==> src/rtl/riscv_pkg.sv <==
// ============================================================================
// Module      : riscv_pkg
// Description : Shared RISC-V core constants, ResultSrc encodings and the
//               commit-trace entry layout.
// Revision    : 1.0 - initial release
// ============================================================================
`default_nettype none

package riscv_pkg;

  localparam int XLEN = 32;

  localparam logic [1:0] RESULT_ALU = 2'b00;
  localparam logic [1:0] RESULT_MEM = 2'b01;
  localparam logic [1:0] RESULT_PC4 = 2'b10;

  // Field order here is the bit order used for flat trace vectors (pc in MSBs).
  typedef struct packed {
    logic [XLEN-1:0] pc;
    logic [4:0]      rd;
    logic [XLEN-1:0] wdata;
    logic            we;
  } commit_trace_t;

endpackage : riscv_pkg

`default_nettype wire

==> src/rtl/sync_fifo.sv <==
// ============================================================================
// Module      : sync_fifo
// Description : Registered single-clock FIFO with simultaneous push/pop when
//               full and a sticky drop flag.
// Revision    : 1.0 - initial release
// ============================================================================
`default_nettype none

module sync_fifo #(
  parameter int WIDTH = 8,
  parameter int DEPTH = 4
) (
  input  logic                       clk,
  input  logic                       rst,
  input  logic                       push_i,
  input  logic [WIDTH-1:0]           wdata_i,
  input  logic                       pop_i,
  output logic                       valid_o,
  output logic [WIDTH-1:0]           rdata_o,
  output logic [$clog2(DEPTH):0]     count_o,
  output logic                       full_o,
  output logic                       overflow_o
);

  localparam int AW = $clog2(DEPTH);
  localparam int CW = AW + 1;
  localparam logic [CW-1:0] FULL_CNT = CW'(DEPTH);

  logic [WIDTH-1:0] mem_q [DEPTH];
  logic [AW-1:0]    wr_ptr_q, wr_ptr_d;
  logic [AW-1:0]    rd_ptr_q, rd_ptr_d;
  logic [CW-1:0]    count_q, count_d;
  logic             overflow_q, overflow_d;

  logic w_empty;
  logic w_full;
  logic w_pop;
  logic w_push_ok;
  logic w_drop;

  assign w_empty   = (count_q == '0);
  assign w_full    = (count_q == FULL_CNT);
  assign w_pop     = pop_i & ~w_empty;
  // A full FIFO still takes a push when the head leaves in the same cycle.
  assign w_push_ok = push_i & (~w_full | w_pop);
  assign w_drop    = push_i & w_full & ~w_pop;

  always_comb begin
    wr_ptr_d   = wr_ptr_q;
    rd_ptr_d   = rd_ptr_q;
    count_d    = count_q;
    overflow_d = overflow_q | w_drop;
    if (w_push_ok) begin
      wr_ptr_d = wr_ptr_q + AW'(1);
    end
    if (w_pop) begin
      rd_ptr_d = rd_ptr_q + AW'(1);
    end
    if (w_push_ok && !w_pop) begin
      count_d = count_q + CW'(1);
    end else if (!w_push_ok && w_pop) begin
      count_d = count_q - CW'(1);
    end
  end

  always_ff @(posedge clk) begin
    if (rst) begin
      wr_ptr_q   <= '0;
      rd_ptr_q   <= '0;
      count_q    <= '0;
      overflow_q <= 1'b0;
    end else begin
      wr_ptr_q   <= wr_ptr_d;
      rd_ptr_q   <= rd_ptr_d;
      count_q    <= count_d;
      overflow_q <= overflow_d;
    end
  end

  // Storage needs no reset; the head is masked whenever the FIFO is empty.
  always_ff @(posedge clk) begin
    if (!rst && w_push_ok) begin
      mem_q[wr_ptr_q] <= wdata_i;
    end
  end

  assign valid_o    = ~w_empty;
  assign rdata_o    = w_empty ? '0 : mem_q[rd_ptr_q];
  assign count_o    = count_q;
  assign full_o     = w_full;
  assign overflow_o = overflow_q;

endmodule : sync_fifo

`default_nettype wire

==> src/rtl/wb_commit_unit.sv <==
// ============================================================================
// Module      : wb_commit_unit
// Description : Writeback result select, register-file write qualification,
//               retired-instruction counter and commit-trace FIFO.
// Revision    : 1.0 - initial release
// ============================================================================
`default_nettype none

module wb_commit_unit #(
  parameter int XLEN        = riscv_pkg::XLEN,
  parameter int TRACE_DEPTH = 4
) (
  input  logic                         clk,
  input  logic                         rst,
  input  logic                         RegWriteW,
  input  logic [1:0]                   ResultSrcW,
  input  logic [XLEN-1:0]              ALUResultW,
  input  logic [XLEN-1:0]              ReadDataW,
  input  logic [XLEN-1:0]              PCPlus4W,
  input  logic [4:0]                   RdW,
  input  logic                         MEMWB_valid,
  output logic [XLEN-1:0]              ResultW,
  output logic                         RegFileWE,
  output logic [4:0]                   RdWB,
  output logic [63:0]                  InstRet,
  output logic                         trace_valid,
  output logic [XLEN-1:0]              trace_pc,
  output logic [4:0]                   trace_rd,
  output logic [XLEN-1:0]              trace_wdata,
  output logic                         trace_we,
  input  logic                         trace_ready,
  output logic                         trace_overflow,
  output logic [$clog2(TRACE_DEPTH):0] trace_count
);

  import riscv_pkg::*;

  // Flat entry: {pc, rd, wdata, we}, same field order as commit_trace_t.
  localparam int TW = 2 * XLEN + 6;

  logic [63:0]     instret_q, instret_d;
  logic [XLEN-1:0] w_result;
  logic [XLEN-1:0] w_pc;
  logic            w_we;
  logic [TW-1:0]   w_entry;
  logic [TW-1:0]   w_head;
  logic            w_full;

  always_comb begin
    w_result = ALUResultW;
    case (ResultSrcW)
      RESULT_MEM: w_result = ReadDataW;
      RESULT_PC4: w_result = PCPlus4W;
      default:    w_result = ALUResultW;
    endcase
  end

  assign w_we      = RegWriteW & MEMWB_valid & (RdW != 5'd0);
  assign w_pc      = PCPlus4W - XLEN'(4);
  assign w_entry   = {w_pc, RdW, w_result, w_we};

  assign ResultW   = w_result;
  assign RegFileWE = w_we;
  assign RdWB      = RdW;

  always_comb begin
    instret_d = instret_q;
    if (MEMWB_valid) begin
      instret_d = instret_q + 64'd1;
    end
  end

  always_ff @(posedge clk) begin
    if (rst) begin
      instret_q <= '0;
    end else begin
      instret_q <= instret_d;
    end
  end

  assign InstRet = instret_q;

  sync_fifo #(
    .WIDTH (TW),
    .DEPTH (TRACE_DEPTH)
  ) u_trace_fifo (
    .clk        (clk),
    .rst        (rst),
    .push_i     (MEMWB_valid),
    .wdata_i    (w_entry),
    .pop_i      (trace_ready),
    .valid_o    (trace_valid),
    .rdata_o    (w_head),
    .count_o    (trace_count),
    .full_o     (w_full),
    .overflow_o (trace_overflow)
  );

  assign trace_we    = w_head[0];
  assign trace_wdata = w_head[XLEN:1];
  assign trace_rd    = w_head[XLEN+5:XLEN+1];
  assign trace_pc    = w_head[TW-1:XLEN+6];

  logic w_unused;
  assign w_unused = w_full;

endmodule : wb_commit_unit

`default_nettype wire

==> config.mk <==
export PLATFORM = sky130hd
export DESIGN_NAME = wb_commit_unit
export DESIGN_NICKNAME = d
export VERILOG_FILES = /design/src/rtl/riscv_pkg.sv /design/src/rtl/sync_fifo.sv /design/src/rtl/wb_commit_unit.sv
export SDC_FILE = /design/constraint.sdc
export NUM_CORES = 1
export LEC_CHECK = 0
export CAP_MARGIN = 25
export CORE_UTILIZATION = 40
export DETAILED_ROUTE_END_ITERATION = 6
export GPL_ROUTABILITY_DRIVEN = 0
export SLEW_MARGIN = 10
export SYNTH_ARGS = -nofsm -noshare
export SYNTH_HDL_FRONTEND = slang
export SYNTH_SLANG_ARGS = --single-unit
==> constraint.sdc <==
create_clock -name clk -period 4.79 [get_ports clk]
set_input_delay 0.958 -clock clk [delete_from_list [all_inputs] [get_ports clk]]
set_output_delay 0.958 -clock clk [all_outputs]
set_load 0.01 [all_outputs]
==> impl_metrics.env <==
export IMPL_status="finished clean"
export IMPL_start_kind="input port"
export IMPL_finalMaxSlewViolations=0
export IMPL_post_cts_resized=0
export IMPL_leakage_nw=6.43
export IMPL_fin_crit_sh_pct=93.7
export IMPL_ir_worst_vdd_mv=0.341
export IMPL_postCtsSetupBuffers=0
export IMPL_ys_ff_latch=354
export IMPL_synth_nets=1211
export IMPL_drt_iter0_drc=766
export IMPL_fin_crit_ns=4.49
export IMPL_tritoncts="yes"
export IMPL_crit_fanout=28
export IMPL_worstSkewPairLatency_ns=0.53
export IMPL_row_count=71
export IMPL_worstHoldStart="InstRet[36]"
export IMPL_grtUsageTotal_pct=21.7
export IMPL_ys_flop_type="edfxtp_1"
export IMPL_placedInstanceArea_um2=18800
export IMPL_fin_util_pct=53.3
export IMPL_synthCells=1093
export IMPL_fin_nets=1484
export IMPL_die_area_um2=39500
export IMPL_holdWs_ns=0.499
export IMPL_grt_max_degree=74
export IMPL_hold_viol=0
export IMPL_worstMarginPinSlew_ns=1.04
export IMPL_min_path_cells=2
export IMPL_rr_worst_depth=9
export IMPL_drt_drc_violations_left=0
export IMPL_synth_area_um2=15500
export IMPL_crit_required_ns=3.83
export IMPL_grt_overflow=0
export IMPL_drive_above_1_share_pct=13.7
export IMPL_relSlewSlack_pct=30.1
export IMPL_r2r_slack_ns=1.90
export IMPL_rsz0062_at_grt="no"
export IMPL_ctsLongestPathBuffers=3
export IMPL_ys_seq_area_share_pct=63.9
export IMPL_p_total_mw=9.32
export IMPL_hp_class="flip-flop to flip-flop"
export IMPL_r2r_end="u_trace_fifo.count_o[2]"
export IMPL_io_buffer_count=284
export IMPL_grt_pass1_vias=9860
export IMPL_pin_count=285
export IMPL_viasPerCell=5.37
export IMPL_cap_violations=0
export IMPL_first_pass_iters=7
export IMPL_ant_nets=0
export IMPL_setup_viol_count_final=0
export IMPL_numClockSinks=354
export IMPL_vias=10308
export IMPL_cts_buffers=41
export IMPL_hold_buffers=0
export IMPL_synth_avg_cell_area_um2=14.2
export IMPL_crit_type="input port to output pin"
export IMPL_dpl_worst_slack_ns=0.328
export IMPL_routedWlPerCell_um=22.3
export IMPL_dp_hpwl_um=29800
export IMPL_antenna_found_initial=15
export IMPL_initial_core_util_pct=40.9
export IMPL_n_fill_cell=3252
export IMPL_synthDistinctLibCells=48
export IMPL_finalSetupTns_ns=0
export IMPL_h_tree_depth=2
export IMPL_clockRootBuffer="clkbuf_16"
export IMPL_syn_to_final_growth_pct=30.3
export IMPL_worst_slack_ns=0.302
export IMPL_die_width_um=199
export IMPL_ys_warnings_count=0
export IMPL_coreArea_um2=37800
export IMPL_placed_cells=1834
export IMPL_hold_path_end="InstRet[36]"
export IMPL_synth_edf_count=280
export IMPL_cts_clk_slew_worst_paths_ns=0.05
export IMPL_powerDensity_nw_per_um2=462
export IMPL_fin_cells=1919
export IMPL_crit_arrival_ns=3.53
export IMPL_grt_pass1_wl_um=63200
export IMPL_fmax_mhz=223
export IMPL_reg2reg_from="u_trace_fifo.count_o[0]"
export IMPL_skew_ns=0.0125
export IMPL_design_area_um2=20200
export IMPL_die_h_um=199
export IMPL_postSynth_asyncResetShare_pct=0
export IMPL_end_kind="output pin"
export IMPL_routed_wl_um=42900
## critical path, stage by stage
cell and delay, ns:
clkdlybuf4s50_1 0.48, inv_1 0.05, ha_2 0.66, buf_4 0.28, buf_4 0.14, nand2_1 0.04, o21ai_0 0.25, clkdlybuf4s50_1 0.66
## how the worst max path moves through the flow
stage | startpoint | to | slack, ns | cells after the start
2_1_floorplan | MEMWB_valid | u_trace_fifo.mem_q[0][0] | 1.10 | 4
3_3_place_gp | ResultSrcW[0] | ResultW[8] | 0.37 | 8
3_5_place_dp | ResultSrcW[0] | ResultW[8] | 0.33 | 8
4_1_cts | ResultSrcW[0] | ResultW[8] | 0.32 | 8
5_1_grt | ResultSrcW[0] | ResultW[8] | 0.20 | 8
6_report | ResultSrcW[0] | ResultW[8] | 0.30 | 8
## kinds of logic (layout without fill, tap and decap cells)
logic type      count (synthesis)  count (layout)  share of synthesized area (%)
buf+inv                       104             409                           3.48
other cells                     0              10                              0
fa+ha+maj                      10              10                          0.857
simple gates                  361             361                           12.7
compound gates                125             125                           4.84
flops                         354             354                           63.9
xor+xnor                       66              66                           3.78
mux                            73              73                           10.4
## cell usage after synthesis, drive strengths merged, types with 2 or more instances
master  number  area (um2)
a21oi       28         140
a22oi       32         240
and2        74         463
and3         7        43.8
and4         2        17.5
buf         46         320
clkbuf      42         158
dfxtp       74        1480
edfxtp     280        8410
ha           9         113
inv         16        60.1
mux2i        3        30.0
mux4        70        1580
nand2       61         229
nand2b       4        25.0
nand3       29         150
nand3b       5        37.5
nand4       28         181
nor2        72         273
nor3        18         105
nor4        11        81.3
nor4b        3        26.3
o21ai       50         250
o31ai       12        90.1
or2          2        15.0
or3         24         150
or4         17         143
xnor2       34         305
xor2        32         280
## area by class of cell
class / instances / area (um2) / share of cell area, %
multi-input combinational: 635 / 5060 / 25.1
clock inverter: 19 / 161 / 0.801
tap: 511 / 639 / 3.17
inverter: 16 / 60.1 / 0.298
sequential: 354 / 9900 / 49.1
antenna: 10 / 25.0 / 0.124
timing repair buffer: 318 / 3170 / 15.7
clock buffer: 56 / 1140 / 5.68
## report_power, final
part           internal (mW)  switching, mW  leakage, nW  total [mW]
registers               3.50          0.139         3.16        3.63
logic                   1.44           1.23         2.65        2.68
clock network           1.79           1.22        0.634        3.01
## placed cells by master (no fill, tap or decap), drive strengths merged, types with 11 or more instances in the layout
cell	netlist	layout
a21oi	28	28
a22oi	32	32
and2	74	74
buf	46	35
clkbuf	42	56
clkdlybuf4s50	0	283
clkinv	0	11
dfxtp	74	74
edfxtp	280	280
inv	16	18
mux4	70	70
nand2	61	61
nand3	29	29
nand4	28	28
nor2	72	72
nor3	18	18
nor4	11	11
o21ai	50	50
o31ai	12	12
or3	24	24
or4	17	17
xnor2	34	34
xor2	32	32
## sequential cells by signal, indices dropped and copies added (netlist names), named ones only
signal	count
u_trace_fifo.mem_q	280
InstRet	64
u_trace_fifo.count_o	3
u_trace_fifo.rd_ptr_q	2
u_trace_fifo.wr_ptr_q	2
u_trace_fifo.overflow_o	1
## metal layers
metal / wire length (um) / track usage (%) / part of all wire [%]
met1: 18900 / 31.1 / 44
met4: 1010 / 6.84 / 2.4
met5: 74 / 0 / 0.17
met2: 19000 / 31.5 / 44
met3: 3820 / 6.56 / 8.9
No activity file was read; power rests on OpenSTA's default activity.
